==> src/rtl/mvu_pe_acc.sv <==
// Fold accumulator for a matrix-vector PE: sums SF adder-tree beats per output
// and queues each finished sum in a 2-entry result FIFO.
module mvu_pe_acc #(
  parameter int TDstI = 16,
  parameter int TDstO = 24,
  parameter int SF    = 4
) (
  input  logic             clk,
  input  logic             rst_n,
  input  logic [TDstI-1:0] in_add,
  input  logic             in_add_v,
  output logic             in_add_rdy,
  output logic [TDstO-1:0] out_acc,
  output logic             out_acc_v,
  input  logic             out_acc_rdy
);

  localparam int CW = (SF > 1) ? $clog2(SF) : 1;
  localparam logic [CW-1:0] LAST = CW'(SF - 1);

  logic [CW-1:0]    sf_cnt_q, sf_cnt_d;
  logic [TDstO-1:0] acc_q, acc_d;
  logic [TDstO-1:0] mem_q [2];
  logic [TDstO-1:0] mem_d [2];
  logic             wr_ptr_q, wr_ptr_d;
  logic             rd_ptr_q, rd_ptr_d;
  logic [1:0]       cnt_q, cnt_d;
  logic             rdy_en_q;

  logic signed [TDstI-1:0] in_s;
  logic [TDstO-1:0]        ext_s;
  logic [TDstO-1:0]        sum_s;
  logic                    in_fire_s;
  logic                    push_s;
  logic                    pop_s;

  assign in_s       = in_add;
  assign ext_s      = TDstO'(in_s);
  // ready is held low through reset and only depends on registered occupancy
  assign in_add_rdy = rdy_en_q & (cnt_q != 2'd2);
  assign out_acc_v  = (cnt_q != 2'd0);
  assign out_acc    = mem_q[rd_ptr_q];
  assign in_fire_s  = in_add_v & in_add_rdy;
  assign push_s     = in_fire_s & (sf_cnt_q == LAST);
  assign pop_s      = out_acc_v & out_acc_rdy;
  assign sum_s      = (sf_cnt_q == '0) ? ext_s : (acc_q + ext_s);

  // next-state for fold counter, accumulator and FIFO
  always_comb begin
    sf_cnt_d = sf_cnt_q;
    acc_d    = acc_q;
    mem_d    = mem_q;
    wr_ptr_d = wr_ptr_q;
    rd_ptr_d = rd_ptr_q;
    cnt_d    = cnt_q;

    if (in_fire_s) begin
      acc_d = sum_s;
      if (sf_cnt_q == LAST) begin
        sf_cnt_d = '0;
      end else begin
        sf_cnt_d = sf_cnt_q + CW'(1);
      end
    end else begin
      acc_d = acc_q;
    end

    if (push_s) begin
      mem_d[wr_ptr_q] = sum_s;
      wr_ptr_d        = ~wr_ptr_q;
    end else begin
      wr_ptr_d = wr_ptr_q;
    end

    if (pop_s) begin
      rd_ptr_d = ~rd_ptr_q;
    end else begin
      rd_ptr_d = rd_ptr_q;
    end

    case ({push_s, pop_s})
      2'b10:   cnt_d = cnt_q + 2'd1;
      2'b01:   cnt_d = cnt_q - 2'd1;
      default: cnt_d = cnt_q;
    endcase
  end

  // state registers
  always_ff @(posedge clk or negedge rst_n) begin
    if (!rst_n) begin
      sf_cnt_q <= '0;
      acc_q    <= '0;
      mem_q[0] <= '0;
      mem_q[1] <= '0;
      wr_ptr_q <= 1'b0;
      rd_ptr_q <= 1'b0;
      cnt_q    <= 2'd0;
      rdy_en_q <= 1'b0;
    end else begin
      sf_cnt_q <= sf_cnt_d;
      acc_q    <= acc_d;
      mem_q    <= mem_d;
      wr_ptr_q <= wr_ptr_d;
      rd_ptr_q <= rd_ptr_d;
      cnt_q    <= cnt_d;
      rdy_en_q <= 1'b1;
    end
  end

endmodule

==> config.mk <==
export PLATFORM = sky130hd
export DESIGN_NAME = mvu_pe_acc
export DESIGN_NICKNAME = d
export VERILOG_FILES = /design/src/rtl/mvu_pe_acc.sv
export SDC_FILE = /design/constraint.sdc
export NUM_CORES = 1
export LEC_CHECK = 0
export CORE_MARGIN = 2
export CORE_UTILIZATION = 48
export CTS_BUF_LIST = sky130_fd_sc_hd__clkbuf_4 sky130_fd_sc_hd__clkbuf_8
export CTS_CLUSTER_SIZE = 28
export DETAILED_ROUTE_END_ITERATION = 7
export GPL_TIMING_DRIVEN = 0
export MAX_ROUTING_LAYER = met4
export PLACE_DENSITY = 0.68
export SLEW_MARGIN = 5
export SYNTH_ARGS = -nofsm -noshare
export SYNTH_HDL_FRONTEND = slang
export SYNTH_SLANG_ARGS = --single-unit
==> constraint.sdc <==
create_clock -name clk -period 5.2 [get_ports clk]
set_input_delay 0.78 -clock clk [delete_from_list [all_inputs] [get_ports clk]]
set_output_delay 0.78 -clock clk [all_outputs]
set_load 0.01 [all_outputs]
==> impl_metrics.prom, run 1 <==
# TYPE chip_impl_metric gauge
chip_impl_info{name="status",value="complete, no violations"} 1
chip_impl_metric{name="async_flop_share",unit="%"} 100
chip_impl_metric{name="number_of_i_o_pins",unit=""} 46
chip_impl_metric{name="r2r.worst_path.cells",unit=""} 11
chip_impl_metric{name="routedWlPerCell",unit="um"} 16.3
chip_impl_metric{name="vias",unit=""} 3938
chip_impl_metric{name="fin_ws",unit="ps"} 1740
chip_impl_metric{name="syn_nets",unit=""} 564
chip_impl_metric{name="timing.final.crit_share",unit="%"} 66.5
chip_impl_info{name="crit_path_cell_trace",value="clkdlybuf4s50_1 -> ha_1 -> inv_1 -> fa_1 -> nor2b_1 -> o31a_1 -> o21ai_1 -> o21ai_1 -> a32o_1 -> nor3_1 -> a311o_1 -> o21ai_1"} 1
chip_impl_metric{name="p_sw",unit="mW"} 1.49
chip_impl_metric{name="gpl.final_weighted_congestion",unit=""} 0.941
chip_impl_metric{name="largest_net_degree_at_the_start_of_global_routing",unit=""} 52
chip_impl_metric{name="ys_ff_latch",unit=""} 79
chip_impl_info{name="ys_top_cells_by_area",value="sky130_fd_sc_hd__dfrtp_1 42%, sky130_fd_sc_hd__nand2_1 7.5%, sky130_fd_sc_hd__mux2_2 7.3%"} 1
chip_impl_metric{name="path_buf_inv",unit=""} 2
chip_impl_metric{name="dieHeight",unit="um"} 103
chip_impl_metric{name="comb_power_share",unit="%"} 55.1
chip_impl_info{name="clock_tree.root_cell",value="sky130_fd_sc_hd__clkbuf_8"} 1
chip_impl_metric{name="cts.repair.resized",unit=""} 0
chip_impl_info{name="tritoncts",value="yes"} 1
chip_impl_info{name="synth_most_common_cell",value="sky130_fd_sc_hd__nand2_1"} 1
chip_impl_metric{name="final_layout_size_suffix_gt1_share",unit="%"} 8.98
chip_impl_metric{name="placeableCoreArea",unit="um^2"} 9330
chip_impl_metric{name="floorplan.initialDensity",unit="%"} 49.9
chip_impl_metric{name="cp_data_arrival_time",unit="ps"} 3750
chip_impl_info{name="regToRegEndpoint",value="acc_q[20]"} 1
chip_impl_metric{name="power.static_leakage",unit="nW"} 2.49
chip_impl_metric{name="postLayoutCellArea",unit="um^2"} 5550
chip_impl_info{name="worst_setup_path_start_kind",value="primary input"} 1
chip_impl_metric{name="place.port_buffers",unit=""} 45
chip_impl_metric{name="worst_setup_slack_for_register_to_register_paths",unit="ps"} 2300
chip_impl_metric{name="cts.reportedPaths.clkPinSlew",unit="ps"} 90
chip_impl_metric{name="die_area",unit="um^2"} 10500
chip_impl_metric{name="cellPowerDensity",unit="nW/um^2"} 646
chip_impl_metric{name="antenna_left",unit=""} 0
chip_impl_metric{name="cap_viol_max_count",unit=""} 0
chip_impl_metric{name="holdBufCountCts",unit=""} 0
chip_impl_info{name="synthTopCellsByCount",value="93 x sky130_fd_sc_hd__nand2_1, 79 x sky130_fd_sc_hd__dfrtp_1, 60 x sky130_fd_sc_hd__o21ai_0"} 1
chip_impl_metric{name="placed_cell_area",unit="um^2"} 5290
chip_impl_metric{name="dr.pass1.iters",unit=""} 4
chip_impl_metric{name="flow.area_growth_from_synthesis",unit="%"} 19.1
chip_impl_metric{name="first_global_vias",unit=""} 3846
chip_impl_metric{name="p_int",unit="mW"} 2.10
chip_impl_metric{name="initial_antenna_violation_count",unit=""} 0
chip_impl_metric{name="power.share.switching",unit="%"} 41.4
chip_impl_info{name="setup_crit_path_kind",value="in2reg"} 1
chip_impl_info{name="critical_path.most_common_cell",value="sky130_fd_sc_hd__o21ai_1"} 1
chip_impl_metric{name="period_needed",unit="ps"} 3460
chip_impl_metric{name="vias_per_cell",unit=""} 5.56
chip_impl_metric{name="initialDrtViolationCount",unit=""} 177
chip_impl_metric{name="netlist_instances",unit=""} 517
chip_impl_metric{name="ir_drop",unit="mV"} 0.270
chip_impl_metric{name="met1_length",unit="um"} 5470
chip_impl_metric{name="number_of_endpoints_failing_setup_at_the_final_stage",unit=""} 0
chip_impl_info{name="worst_min_delay_path_class",value="in2async"} 1
chip_impl_metric{name="rows",unit=""} 35
chip_impl_metric{name="global_route_wire_length_before_repair",unit="um"} 19100
chip_impl_metric{name="max_stage_delay_on_crit_path",unit="ps"} 500
chip_impl_metric{name="stdcell_count",unit=""} 708
chip_impl_metric{name="worstPathRequired",unit="ps"} 5490
chip_impl_metric{name="globalRoute.totalOverflow",unit=""} 0
chip_impl_info{name="yosys_most_used_dff",value="sky130_fd_sc_hd__dfrtp_1"} 1
chip_impl_metric{name="synth.distinct_cells",unit=""} 46
chip_impl_info{name="post-synth-top-area-cell",value="sky130_fd_sc_hd__dfrtp_1"} 1
chip_impl_metric{name="clock_buffers_created_by_tritoncts",unit=""} 9
chip_impl_metric{name="clk_path_buf_depth",unit=""} 2
chip_impl_info{name="highest-signal-layer",value="met4"} 1
chip_impl_metric{name="post-synth-top-area-fraction",unit="%"} 42.5
chip_impl_metric{name="timing.final.max_slew_violations",unit=""} 0
chip_impl_metric{name="finalSetupTns",unit="ps"} 0
chip_impl_metric{name="htree_num_levels",unit=""} 3
chip_impl_metric{name="antenna-diode-count",unit=""} 0
chip_impl_metric{name="numPlacedInstances",unit=""} 692
chip_impl_info{name="critical_path.top_delay_family",value="compound AO/OA/AOI/OAI gates"} 1
chip_impl_metric{name="tightestPinTransition",unit="ps"} 718
chip_impl_metric{name="synth-seq-area-share",unit="%"} 42.5
chip_impl_metric{name="mean_area_per_synthesized_cell",unit="um^2"} 9.01
chip_impl_metric{name="pwr-share-seq",unit="%"} 28.7
chip_impl_metric{name="power.share.clock",unit="%"} 16.2
chip_impl_metric{name="setup_skew",unit="ps"} 12.0
chip_impl_info{name="crit_path_end_kind",value="flip-flop"} 1
chip_impl_metric{name="critical_path_peak_fanout",unit=""} 4
chip_impl_metric{name="clkSinkCount",unit=""} 79
chip_impl_metric{name="layout.nets",unit=""} 621
chip_impl_metric{name="dieWidth",unit="um"} 103
chip_impl_metric{name="syn_warnings",unit=""} 0
chip_impl_metric{name="clk-insertion-delay-late",unit="ps"} 360
chip_impl_metric{name="grt_usage",unit="%"} 24.3
chip_impl_metric{name="detail_route_met3_wl",unit="um"} 409
chip_impl_metric{name="placement.setup.worst_slack",unit="ps"} 1390
chip_impl_metric{name="post_synth_instance_area",unit="um^2"} 4660
chip_impl_metric{name="drcViolationCount",unit=""} 0
chip_impl_metric{name="maxClockFrequency",unit="MHz"} 289
chip_impl_info{name="slowest_cell_on_crit_path",value="sky130_fd_sc_hd__clkdlybuf4s50_1"} 1
chip_impl_metric{name="wl",unit="um"} 11500
chip_impl_metric{name="finalHoldViolCount",unit=""} 0
chip_impl_info{name="r2r-start",value="acc_q[0]"} 1
chip_impl_metric{name="post-cts-setup-buffer-count",unit=""} 0
chip_impl_metric{name="wl_met2",unit="um"} 5590
chip_impl_metric{name="slew_headroom",unit="%"} 52.1
chip_impl_info{name="grt_setup_unrepaired",value="false"} 1
chip_impl_metric{name="synth-edff-count",unit=""} 0
chip_impl_metric{name="post-dp-hpwl",unit="um"} 8580
-- worst register-to-register path, stage by stage, from the launching register on --
cell and delay, ps:
sky130_fd_sc_hd__dfrtp_1 360, sky130_fd_sc_hd__ha_1 180, sky130_fd_sc_hd__inv_1 60, sky130_fd_sc_hd__fa_1 390, sky130_fd_sc_hd__nor2b_1 200, sky130_fd_sc_hd__o31a_1 250
sky130_fd_sc_hd__o21ai_1 140, sky130_fd_sc_hd__o21ai_1 320, sky130_fd_sc_hd__a32o_1 290, sky130_fd_sc_hd__nor3_1 70, sky130_fd_sc_hd__a311o_1 410, sky130_fd_sc_hd__o21ai_1 150
-- power groups by stage --
stage	clock network, mW	logic (mW)	registers (mW)
3_5_place_dp	0	1.98	1.04
5_1_grt	0.613	2.22	1.06
6_report	0.581	1.98	1.03
2_1_floorplan	0	1.38	0.996
3_3_place_gp	0	1.94	1.03
4_1_cts	0.592	1.99	1.03
-- worst max-delay path by stage --
stage | end | cells after the start | from
2_1_floorplan | mem_q[22] | 9 | in_add[6]
3_3_place_gp | mem_q[40] | 1 | rst_n
5_1_grt | acc_q[23] | 11 | in_add[15]
3_5_place_dp | mem_q[23] | 11 | in_add[15]
6_report | acc_q[20] | 12 | in_add[0]
4_1_cts | acc_q[20] | 12 | in_add[0]
-- placed cells by master (no fill, tap or decap), types with 3 or more instances in the layout --
| cell type | instances |
|---|---|
| sky130_fd_sc_hd__clkdlybuf4s50_1 | 44 |
| sky130_fd_sc_hd__a31oi_1 | 4 |
| sky130_fd_sc_hd__a21o_1 | 7 |
| sky130_fd_sc_hd__nand4_1 | 4 |
| sky130_fd_sc_hd__or3_1 | 3 |
| sky130_fd_sc_hd__nor2b_1 | 5 |
| sky130_fd_sc_hd__a21oi_1 | 30 |
| sky130_fd_sc_hd__and2_1 | 5 |
| sky130_fd_sc_hd__and3_1 | 5 |
| sky130_fd_sc_hd__o21ai_0 | 60 |
| sky130_fd_sc_hd__nor2_1 | 26 |
| sky130_fd_sc_hd__nand2_1 | 93 |
| sky130_fd_sc_hd__o21bai_1 | 4 |
| sky130_fd_sc_hd__xor2_1 | 12 |
| sky130_fd_sc_hd__ha_1 | 26 |
| sky130_fd_sc_hd__inv_1 | 10 |
| sky130_fd_sc_hd__bufinv_16 | 3 |
| sky130_fd_sc_hd__xnor2_1 | 11 |
| sky130_fd_sc_hd__a21boi_1 | 5 |
| sky130_fd_sc_hd__a221oi_1 | 4 |
| sky130_fd_sc_hd__nor3_1 | 4 |
| sky130_fd_sc_hd__o21ai_1 | 24 |
| sky130_fd_sc_hd__a211oi_1 | 3 |
| sky130_fd_sc_hd__mux2i_1 | 7 |
| sky130_fd_sc_hd__clkbuf_8 | 10 |
| sky130_fd_sc_hd__nand3_1 | 3 |
| sky130_fd_sc_hd__clkbuf_1 | 27 |
| sky130_fd_sc_hd__mux2_2 | 30 |
| sky130_fd_sc_hd__dfrtp_1 | 79 |
-- registers in the layout, indices dropped and copies added (netlist names) --
| name | flops |
|---|---|
| acc_q | 24 |
| cnt_q | 2 |
| mem_q | 48 |
| rd_ptr_q | 1 |
| rdy_en_q | 1 |
| sf_cnt_q | 2 |
| wr_ptr_q | 1 |
-- cell families after synthesis --
logic type	synth area share, %
AND/OR/NAND/NOR	14.1
AO/OA/AOI/OAI	19.7
buffers and inverters	3.14
XOR/XNOR	4.33
flip-flops	42.5
adder cells (fa/ha/maj)	7.42
other	0.0805
multiplexers	8.76
-- area by class of cell --
type                       count  area [um^2]
clock inverter                 6          116
timing repair buffer          46          475
sequential                    79         1980
multi-input combinational    399         2530
buffer                        28          105
fill                         859         3780
inverter                      11         41.3
tap                          129          161
clock buffer                  10          138
-- per-layer routing --
metal | global-route usage, % | vias up
li1 | - | 1937
met4 | 7.38 | 0
met2 | 39.0 | 71
met5 | - | -
met3 | 3.32 | 10
met1 | 32.3 | 1920
-- per-stage QoR --
step	hold WS, ps	total power, mW	util, %
after global routing	352	3.89	59.5
after floorplan	440	2.38	-
after CTS	340	3.61	59.5
after global placement	454	2.97	56.5
final	337	3.59	59.5
after detailed placement	458	3.02	56.8
No activity file was read; power rests on OpenSTA's default activity.
==> run 2: changes to the inputs <==
- clock period: 5.2 -> 3.3 ns (I/O delays scaled with it)
==> impl_metrics.prom, run 2 (synthesis results as in run 1) <==
# TYPE chip_impl_metric gauge
chip_impl_metric{name="drcViolationCount",unit=""} 0
chip_impl_metric{name="holdBufCountCts",unit=""} 0
chip_impl_metric{name="maxClockFrequency",unit="MHz"} 321
chip_impl_metric{name="cap_viol_max_count",unit=""} 0
chip_impl_info{name="final_common_cell",value="sky130_fd_sc_hd__nand2_1"} 1
chip_impl_metric{name="floorplan.initialDensity",unit="%"} 49.9
chip_impl_info{name="worst_min_delay_path_class",value="in2async"} 1
chip_impl_info{name="crit_path_end_kind",value="flip-flop"} 1
chip_impl_metric{name="final_layout_size_suffix_gt1_share",unit="%"} 9.15
chip_impl_metric{name="global_route_wire_length_before_repair",unit="um"} 19100
chip_impl_metric{name="htree_num_levels",unit=""} 3
chip_impl_metric{name="layout.nets",unit=""} 621
chip_impl_metric{name="antenna_left",unit=""} 0
chip_impl_metric{name="cts.reportedPaths.clkPinSlew",unit="ps"} 90
chip_impl_metric{name="wl",unit="um"} 11600
chip_impl_info{name="largest_register",value="mem_q"} 1
chip_impl_metric{name="timing.final.crit_share",unit="%"} 94.5
chip_impl_metric{name="period_needed",unit="ps"} 3120
chip_impl_metric{name="cellPowerDensity",unit="nW/um^2"} 1020
chip_impl_metric{name="vias_per_cell",unit=""} 5.52
chip_impl_metric{name="dieWidth",unit="um"} 103
chip_impl_info{name="tritoncts",value="yes"} 1
chip_impl_metric{name="finalHoldViolCount",unit=""} 0
chip_impl_info{name="regToRegEndpoint",value="acc_q[20]"} 1
chip_impl_info{name="setup_crit_path_kind",value="in2reg"} 1
chip_impl_metric{name="r2r.worst_path.cells",unit=""} 11
chip_impl_info{name="reg_top3",value="mem_q x48, acc_q x24"} 1
chip_impl_metric{name="antenna-diode-count",unit=""} 0
chip_impl_metric{name="worstPathRequired",unit="ps"} 3580
chip_impl_metric{name="critical_path_peak_fanout",unit=""} 4
chip_impl_metric{name="clkSinkCount",unit=""} 79
chip_impl_metric{name="globalRoute.totalOverflow",unit=""} 0
chip_impl_metric{name="slew_headroom",unit="%"} 52.5
chip_impl_metric{name="clock_buffers_created_by_tritoncts",unit=""} 9
chip_impl_info{name="layout_common_cells",value="93 x sky130_fd_sc_hd__nand2_1, 79 x sky130_fd_sc_hd__dfrtp_1, 60 x sky130_fd_sc_hd__o21ai_0"} 1
chip_impl_metric{name="post-cts-setup-buffer-count",unit=""} 0
chip_impl_metric{name="dr.pass1.iters",unit=""} 5
chip_impl_metric{name="largest_net_degree_at_the_start_of_global_routing",unit=""} 52
chip_impl_metric{name="number_of_i_o_pins",unit=""} 46
chip_impl_metric{name="rows",unit=""} 35
chip_impl_metric{name="largest_register_ffs",unit=""} 48
chip_impl_metric{name="clk_path_buf_depth",unit=""} 2
chip_impl_metric{name="post-dp-hpwl",unit="um"} 8580
chip_impl_metric{name="placement.setup.worst_slack",unit="ps"} -225
chip_impl_info{name="worst_setup_path_start_kind",value="primary input"} 1
chip_impl_metric{name="total_power_draw",unit="mW"} 5.65
chip_impl_metric{name="number_of_endpoints_failing_setup_at_the_final_stage",unit=""} 0
chip_impl_metric{name="place.port_buffers",unit=""} 45
chip_impl_info{name="clock_tree.root_cell",value="sky130_fd_sc_hd__clkbuf_8"} 1
chip_impl_metric{name="fillerInstances",unit=""} 856
chip_impl_metric{name="power.static_leakage",unit="nW"} 2.50
chip_impl_metric{name="clk-insertion-delay-late",unit="ps"} 360
chip_impl_metric{name="flow.area_growth_from_synthesis",unit="%"} 19.3
chip_impl_metric{name="initialDrtViolationCount",unit=""} 180
chip_impl_metric{name="setup_skew",unit="ps"} 12.3
chip_impl_metric{name="vias",unit=""} 3905
chip_impl_info{name="status",value="complete, no violations"} 1
chip_impl_metric{name="grt_usage",unit="%"} 24.3
chip_impl_metric{name="first_global_vias",unit=""} 3846
chip_impl_metric{name="initial_antenna_violation_count",unit=""} 0
chip_impl_metric{name="routedWlPerCell",unit="um"} 16.3
chip_impl_info{name="grt_setup_unrepaired",value="false"} 1
chip_impl_metric{name="worst_setup_slack_for_register_to_register_paths",unit="ps"} 460
chip_impl_metric{name="dieHeight",unit="um"} 103
chip_impl_metric{name="fin_ws",unit="ps"} 182
chip_impl_metric{name="timing.final.max_slew_violations",unit=""} 0
chip_impl_info{name="r2r-start",value="acc_q[0]"} 1
chip_impl_metric{name="die_area",unit="um^2"} 10500
chip_impl_metric{name="gpl.final_weighted_congestion",unit=""} 0.941
chip_impl_metric{name="tightestPinTransition",unit="ps"} 712
chip_impl_metric{name="placeableCoreArea",unit="um^2"} 9330
chip_impl_metric{name="ir_drop",unit="mV"} 0.423
chip_impl_metric{name="cp_data_arrival_time",unit="ps"} 3400
==> run 2: per-layer routing <==
metal,GRT usage (%),up-vias,part of all wire (%)
met2,39.0,78,48
met4,7.38,0,0.66
li1,-,1942,-
met1,32.3,1877,47
met5,-,-,0
met3,3.32,8,4.0
==> run 2: area by class of cell <==
class	instances	area, um^2	share of cell area, %
Clock inverter	6	116	2.10
Multi-Input combinational cell	399	2540	45.7
Clock buffer	10	138	2.48
Inverter	11	41.3	0.743
Tap cell	129	161	2.91
Timing Repair Buffer	46	478	8.61
Sequential cell	79	1980	35.6
Buffer	28	105	1.89
==> run 2: critical path: stages <==
cell                              delay, ps
sky130_fd_sc_hd__clkdlybuf4s50_1        500
sky130_fd_sc_hd__ha_1                   190
sky130_fd_sc_hd__inv_1                   60
sky130_fd_sc_hd__fa_1                   390
sky130_fd_sc_hd__nor2b_1                200
sky130_fd_sc_hd__o31a_1                 240
sky130_fd_sc_hd__o21ai_1                160
sky130_fd_sc_hd__o21ai_2                270
sky130_fd_sc_hd__a32o_1                 270
sky130_fd_sc_hd__nor3_1                  70
sky130_fd_sc_hd__a311o_1                410
sky130_fd_sc_hd__o21ai_1                150
==> run 2: stage by stage <==
step	hold slack, ps	TNS [ps]	area (um^2)	std cells	util (%)
after floorplan	199	0	4660	517	-
after global placement	454	-81760	5270	691	56.5
after detailed placement	455	-2190	5290	692	56.8
after CTS	55.0	0	5550	708	59.5
after global routing	66.6	0	5550	708	59.5
final	52.4	0	5550	708	59.5
==> run 2: where the power goes <==
| part | switching (mW) | internal (mW) |
|---|---|---|
| Combinational | 1.72 | 1.40 |
| Clock | 0.384 | 0.529 |
| Sequential | 0.235 | 1.39 |
| Total | 2.34 | 3.31 |
==> run 2: worst max path at each step <==
stage | endpoint | slack [ps] | startpoint
after floorplan | mem_q[22] | 690 | in_add[6]
after global placement | mem_q[40] | -1020 | rst_n
after detailed placement | mem_q[23] | -220 | in_add[15]
after CTS | acc_q[20] | 150 | in_add[0]
after global routing | acc_q[20] | 30 | in_add[0]
final | acc_q[20] | 180 | in_add[0]
==> run 2: what timing repair did <==
item | in CTS | in global routing
endpoints found under the setup margin | 0 | 9
endpoints found under the hold margin | 0 | 0
gates resized for setup | 0 | 2
==> run 3: changes to the inputs <==
- CELL_PAD_IN_SITES_DETAIL_PLACEMENT: default -> 0
- CELL_PAD_IN_SITES_GLOBAL_PLACEMENT: default -> 1
- CORE_UTILIZATION: 48 -> 40
- PLACE_DENSITY: 0.68 -> 0.73
==> impl_metrics.prom, run 3 (synthesis results as in run 1) <==
# TYPE chip_impl_metric gauge
chip_impl_metric{name="htree_num_levels",unit=""} 3
chip_impl_metric{name="stdcell_count",unit=""} 722
chip_impl_metric{name="timing.final.crit_share",unit="%"} 92.4
chip_impl_metric{name="cellPowerDensity",unit="nW/um^2"} 991
chip_impl_info{name="clock_tree.root_cell",value="sky130_fd_sc_hd__clkbuf_8"} 1
chip_impl_metric{name="initialDrtViolationCount",unit=""} 216
chip_impl_metric{name="initial_antenna_violation_count",unit=""} 0
chip_impl_info{name="layout_common_cells",value="93 x sky130_fd_sc_hd__nand2_1, 79 x sky130_fd_sc_hd__dfrtp_1, 60 x sky130_fd_sc_hd__o21ai_0"} 1
chip_impl_info{name="final_common_cell",value="sky130_fd_sc_hd__nand2_1"} 1
chip_impl_metric{name="rows",unit=""} 39
chip_impl_metric{name="first_global_vias",unit=""} 3933
chip_impl_metric{name="clock_buffers_created_by_tritoncts",unit=""} 9
chip_impl_info{name="crit_path_end_kind",value="output port"} 1
chip_impl_metric{name="holdBufCountCts",unit=""} 0
chip_impl_metric{name="routedWlPerCell",unit="um"} 16.6
chip_impl_metric{name="p_int",unit="mW"} 3.14
chip_impl_info{name="worst_setup_path_start_kind",value="flip-flop"} 1
chip_impl_metric{name="wl",unit="um"} 12000
chip_impl_metric{name="power.share.clock",unit="%"} 13.1
chip_impl_metric{name="largest_net_degree_at_the_start_of_global_routing",unit=""} 48
chip_impl_metric{name="power.share.switching",unit="%"} 42.5
chip_impl_metric{name="place.port_buffers",unit=""} 45
chip_impl_metric{name="cts.reportedPaths.clkPinSlew",unit="ps"} 70
chip_impl_metric{name="globalRoute.totalOverflow",unit=""} 0
chip_impl_metric{name="placement.setup.worst_slack",unit="ps"} -227
chip_impl_metric{name="finalHoldViolCount",unit=""} 0
chip_impl_metric{name="slew_headroom",unit="%"} 52.8
chip_impl_metric{name="die_area",unit="um^2"} 12500
chip_impl_info{name="tritoncts",value="yes"} 1
chip_impl_metric{name="dieWidth",unit="um"} 112
chip_impl_metric{name="tightestPinTransition",unit="ps"} 708
chip_impl_metric{name="dieHeight",unit="um"} 112
chip_impl_metric{name="timing.final.max_slew_violations",unit=""} 0
chip_impl_metric{name="dr.pass1.iters",unit=""} 4
chip_impl_metric{name="numPlacedInstances",unit=""} 706
chip_impl_metric{name="post-dp-hpwl",unit="um"} 8900
chip_impl_metric{name="clkSinkCount",unit=""} 79
chip_impl_metric{name="post-cts-setup-buffer-count",unit=""} 0
chip_impl_metric{name="number_of_endpoints_failing_setup_at_the_final_stage",unit=""} 0
chip_impl_metric{name="global_route_wire_length_before_repair",unit="um"} 20400
chip_impl_metric{name="fin_util",unit="%"} 48.4
chip_impl_metric{name="layout.nets",unit=""} 621
chip_impl_metric{name="comb_power_share",unit="%"} 57.3
chip_impl_metric{name="grt_usage",unit="%"} 21.4
chip_impl_info{name="critical_path.most_common_cell",value="sky130_fd_sc_hd__clkbuf_1"} 1
chip_impl_metric{name="cap_viol_max_count",unit=""} 0
chip_impl_metric{name="max_stage_delay_on_crit_path",unit="ps"} 600
chip_impl_metric{name="total_power_draw",unit="mW"} 5.46
chip_impl_metric{name="antenna_left",unit=""} 0
chip_impl_metric{name="setup_skew",unit="ps"} 8.48
chip_impl_info{name="crit_path_cell_trace",value="clkbuf_1 -> clkbuf_1 -> mux2_2 -> clkdlybuf4s50_1"} 1
chip_impl_metric{name="vias_per_cell",unit=""} 5.44
chip_impl_metric{name="flow.area_growth_from_synthesis",unit="%"} 18.2
chip_impl_metric{name="number_of_i_o_pins",unit=""} 46
chip_impl_metric{name="vias",unit=""} 3927
chip_impl_metric{name="antenna-diode-count",unit=""} 0
chip_impl_metric{name="period_needed",unit="ps"} 3050
chip_impl_metric{name="floorplan.initialDensity",unit="%"} 41.0
chip_impl_info{name="worst_min_delay_path_class",value="in2async"} 1
chip_impl_metric{name="clk_path_buf_depth",unit=""} 2
chip_impl_metric{name="largest_register_ffs",unit=""} 48
chip_impl_info{name="grt_setup_unrepaired",value="false"} 1
chip_impl_metric{name="final_layout_size_suffix_gt1_share",unit="%"} 9.15
chip_impl_metric{name="worstPathRequired",unit="ps"} 2800
chip_impl_info{name="status",value="complete, no violations"} 1
chip_impl_info{name="reg_top3",value="mem_q x48, acc_q x24"} 1
chip_impl_metric{name="fin_ws",unit="ps"} 250
chip_impl_metric{name="drcViolationCount",unit=""} 0
chip_impl_metric{name="ir_drop",unit="mV"} 0.355
chip_impl_metric{name="pwr-share-seq",unit="%"} 29.6
chip_impl_info{name="largest_register",value="mem_q"} 1
chip_impl_metric{name="gpl.final_weighted_congestion",unit=""} 0.889
chip_impl_metric{name="critical_path_peak_fanout",unit=""} 10
chip_impl_metric{name="maxClockFrequency",unit="MHz"} 328
chip_impl_metric{name="p_sw",unit="mW"} 2.32
chip_impl_info{name="slowest_cell_on_crit_path",value="sky130_fd_sc_hd__clkbuf_1"} 1
chip_impl_metric{name="cp_data_arrival_time",unit="ps"} 2550
chip_impl_metric{name="power.static_leakage",unit="nW"} 2.48
chip_impl_metric{name="clk-insertion-delay-late",unit="ps"} 380
chip_impl_info{name="setup_crit_path_kind",value="reg2out"} 1
chip_impl_metric{name="placeableCoreArea",unit="um^2"} 11400
[run 3: cell count changes in the layout (fill, tap and decap cells not counted)]
cell	change
sky130_fd_sc_hd__clkbuf_4	+5
sky130_fd_sc_hd__bufinv_16	-3
sky130_fd_sc_hd__clkinv_4	-2
sky130_fd_sc_hd__clkbuf_8	+1
sky130_fd_sc_hd__inv_6	-1
[run 3: per-stage QoR]
stage / TNS [ps] / instance area [um^2] / hold WS, ps
after floorplan: 0 / 4660 / 199
after global placement: -87240 / 5290 / 455
after detailed placement: -2400 / 5310 / 462
after CTS: 0 / 5500 / 57.8
after global routing: 0 / 5510 / 92.3
final: 0 / 5510 / 60.2
[run 3: layout make-up]
type                            count  area (um^2)
Inverter                           11         41.3
Timing Repair Buffer               46          478
Fill cell                        1114         5860
Clock buffer                       16          189
Buffer                             28          105
Sequential cell                    79         1980
Multi-Input combinational cell    399         2540
Tap cell                          143          179
[run 3: critical path, delay by kind of cell (launching register included)]
kind                   cells  cell delay [ps]
buffers and inverters      3             1440
DFF                        1              320
muxes                      1              420
[run 3: path summary, 6_finish.rpt]
| kind | from | endpoint | slack, ps | cells past startpoint |
|---|---|---|---|---|
| max in group asynchronous | rst_n | mem_q[36] | 2660 | 2 |
| min | rst_n | mem_q[1] | 60 | 1 |
| max | rd_ptr_q | out_acc[21] | 250 | 4 |
| max reg2reg | acc_q[6] | mem_q[46] | 470 | 9 |
| min in group clk | mem_q[8] | mem_q[8] | 470 | 2 |
| min reg2reg | mem_q[8] | mem_q[8] | 470 | 2 |
[run 3: layer usage]
layer | track usage, % | up-vias | share of wire (%)
li1 | - | 1937 | -
met1 | 28.1 | 1917 | 48
met2 | 33.4 | 53 | 47
met3 | 3.54 | 20 | 2.8
met4 | 8.23 | 0 | 2.2
met5 | - | - | 0
[run 3: what timing repair did]
| action | in CTS | in global routing |
|---|---|---|
| hold endpoints to repair | 0 | 0 |
| endpoints found under the setup margin | 0 | 8 |
| gates resized for setup | 0 | 2 |
[run 3: power groups by stage]
stage | logic [mW] | registers [mW] | clock network, mW
after CTS | 3.15 | 1.62 | 0.737
after global placement | 3.09 | 1.61 | 0
after global routing | 3.52 | 1.68 | 0.764
after floorplan | 2.18 | 1.57 | 0
after detailed placement | 3.14 | 1.64 | 0
final | 3.12 | 1.62 | 0.715
==> edit, RTL diff (config.mk and constraints of run 2) <==
Set the parameter `SF` to 2 (it was 4).
--- a/src/rtl/mvu_pe_acc.sv
+++ b/src/rtl/mvu_pe_acc.sv
@@ -5,3 +5,3 @@
   parameter int TDstO = 24,
-  parameter int SF    = 4
+  parameter int SF    = 2
 ) (
Check against the original RTL: not equivalent (a bounded check fails within 4 cycles, from zero or initial values and one cycle with rst_n low).
==> edit against run 2 <==
  * Sequential cell count decreased by 1
  * Total power rose by 0.24%
  * Count of clock-buffer cells in the layout down 1
  * Setup slack got worse by 0.076 ns
  * Global-route usage down 1.6 points
  * Sequential share of layout area about the same
  * Critical endpoint is now mem_q[22]$_DFFE_PN0P_
  * Die area fell by 0.50%
  * Routed wire length shrank 6.7%
  * Utilization decreased by 0.47 points
  * Combinational power increased by 5%
  * Cell area fell by 1.3%
  * Clock power down 18%
  * Clock skew up 0.00056 ns
  * Area after synthesis down 0.51%
==> edit: results (changes against run 2) <==
status: completed
clock skew: 0.0129 ns (+0.000565 ns)
total CTS buffers: 9 (unchanged)
Seq/Total Area, Yosys: 42.1% (-0.32 points)
Yosys cell types: 55 (+20%)
pin count of the biggest net entering global routing: 56 (+7.7%)
Via density: 5.56 (+0.81%)
dpl cell area: 5270 µm² (-0.45%)
# hold bufs at CTS: 0 (unchanged)
Post-Route WL: 10,800 µm (-6.7%)
Avg Cell Area, Syn: 9.75 µm² (+8.3%)
Worst-path clk slew: 0.09 ns (about the same)
worst-path fanout max: 3 (-1)
non-filler instance count after layout: 666 (-5.9%)
Final nets: 577 (-7.1%)
initial DRC count: 204 (+13%)
drt first pass iters: 5 (unchanged)
Worst EP arrival: 3.43 ns (+0.03 ns)
cell leakage power: 2.50 nW (-0.36%)
layout cells sized above 1: 14.7% (+5.6 points)
dpl cells: 650 (-6.1%)
syn nets: 520 (-7.8%)
Synth area leaders: dfrtp_1, mux2_2, nand2_1
global-route wire length before repair: 17,800 µm (-6.9%)
peak supply drop: 0.449 mV (+6.1%)
Post-DP HPWL: 7980 µm (-7.0%)
gr usage total: 22.8% (-1.6 points)
worst-margin pin slew: 0.788 ns (+0.0756 ns)
most frequent cells after synthesis: nand2_1, dfrtp_1, o21ai_0
H-tree levels: 3 (unchanged)
vias in the first global route: 3,576 (-7.0%)
GPL Wtd Cong: 0.937 (-0.41%)
biggest regs: mem_q (48), acc_q (24), cnt_q (2)
-- edit: area by class of cell --
type	instances	area [µm²]
Fill cell	816	3800
Clock inverter	7	72.6
Timing Repair Buffer	46	475
Sequential cell	78	1950
Multi-Input combinational cell	365	2550
Tap cell	129	161
Inverter	11	41.3
Buffer	21	108
Clock buffer	9	124
-- edit: what timing repair did --
item | 4_1_cts | 5_1_grt
setup endpoints to repair | 6 | 4
resized for setup | 1 | 2
hold endpoints to repair | 0 | 0
-- edit: cells by family (layout without fill, tap and decap cells) --
group	count (synthesis)	in the layout	synth area share, %
XOR/XNOR	26	26	4.91
multiplexers	52	52	12.2
adder cells (fa/ha/maj)	25	25	6.91
buffers and inverters	32	94	3.21
other	1	1	0.0809
AO/OA/AOI/OAI	123	123	17.4
AND/OR/NAND/NOR	138	138	13.1
flip-flops	78	78	42.1
-- edit: worst paths after layout --
kind | start | to | slack, ns | cells after the start
max in group asynchronous | rst_n | mem_q[2]$_DFFE_PN0P_ | 2.67 | 2
worst min-delay path | rst_n | acc_q[10]$_DFFE_PN0P_ | 0.05 | 1
worst max-delay path | in_add[0] | mem_q[22]$_DFFE_PN0P_ | 0.11 | 11
worst min register to register | mem_q[16]$_DFFE_PN0P_ | mem_q[16]$_DFFE_PN0P_ | 0.48 | 2
min in group clk | mem_q[16]$_DFFE_PN0P_ | mem_q[16]$_DFFE_PN0P_ | 0.48 | 2
worst max register to register | acc_q[0]$_DFFE_PN0P_ | mem_q[22]$_DFFE_PN0P_ | 0.41 | 10
-- edit: critical path: stages --
cell and delay, ns:
clkdlybuf4s50_1 0.50, ha_1 0.22, inv_1 0.07, fa_1 0.41, nand2b_1 0.21, a211oi_2 0.38
nor4_4 0.11, o31ai_2 0.32, a41oi_1 0.22, xnor2_2 0.22, mux2_2 0.28
-- edit: stage by stage --
step | util, % | setup slack, ns | power (W) | TNS [ns]
2_1_floorplan | - | 0.512 | 0.00384 | 0
3_3_place_gp | 56.5 | -1.08 | 0.00481 | -88.77
3_5_place_dp | 56.8 | -0.486 | 0.00489 | -6.09
4_1_cts | 58.9 | 0.0477 | 0.00564 | 0
5_1_grt | 59.1 | 0.00761 | 0.00611 | 0
6_report | 59.1 | 0.106 | 0.00567 | 0
-- edit: where the power goes --
group / switching, W / total [W] / internal [W]
Sequential: 0.000234 / 0.00163 / 0.00140
Clock: 0.000395 / 0.000748 / 0.000353
Combinational: 0.00175 / 0.00329 / 0.00154
-- edit: metal layers --
layer / vias up / track usage [%] / routed length (µm)
met5: - / - / 0
met4: 0 / 5.95 / 148
met3: 18 / 4.04 / 502
met2: 90 / 33.8 / 4880
met1: 1813 / 32.4 / 5250
li1: 1782 / - / -
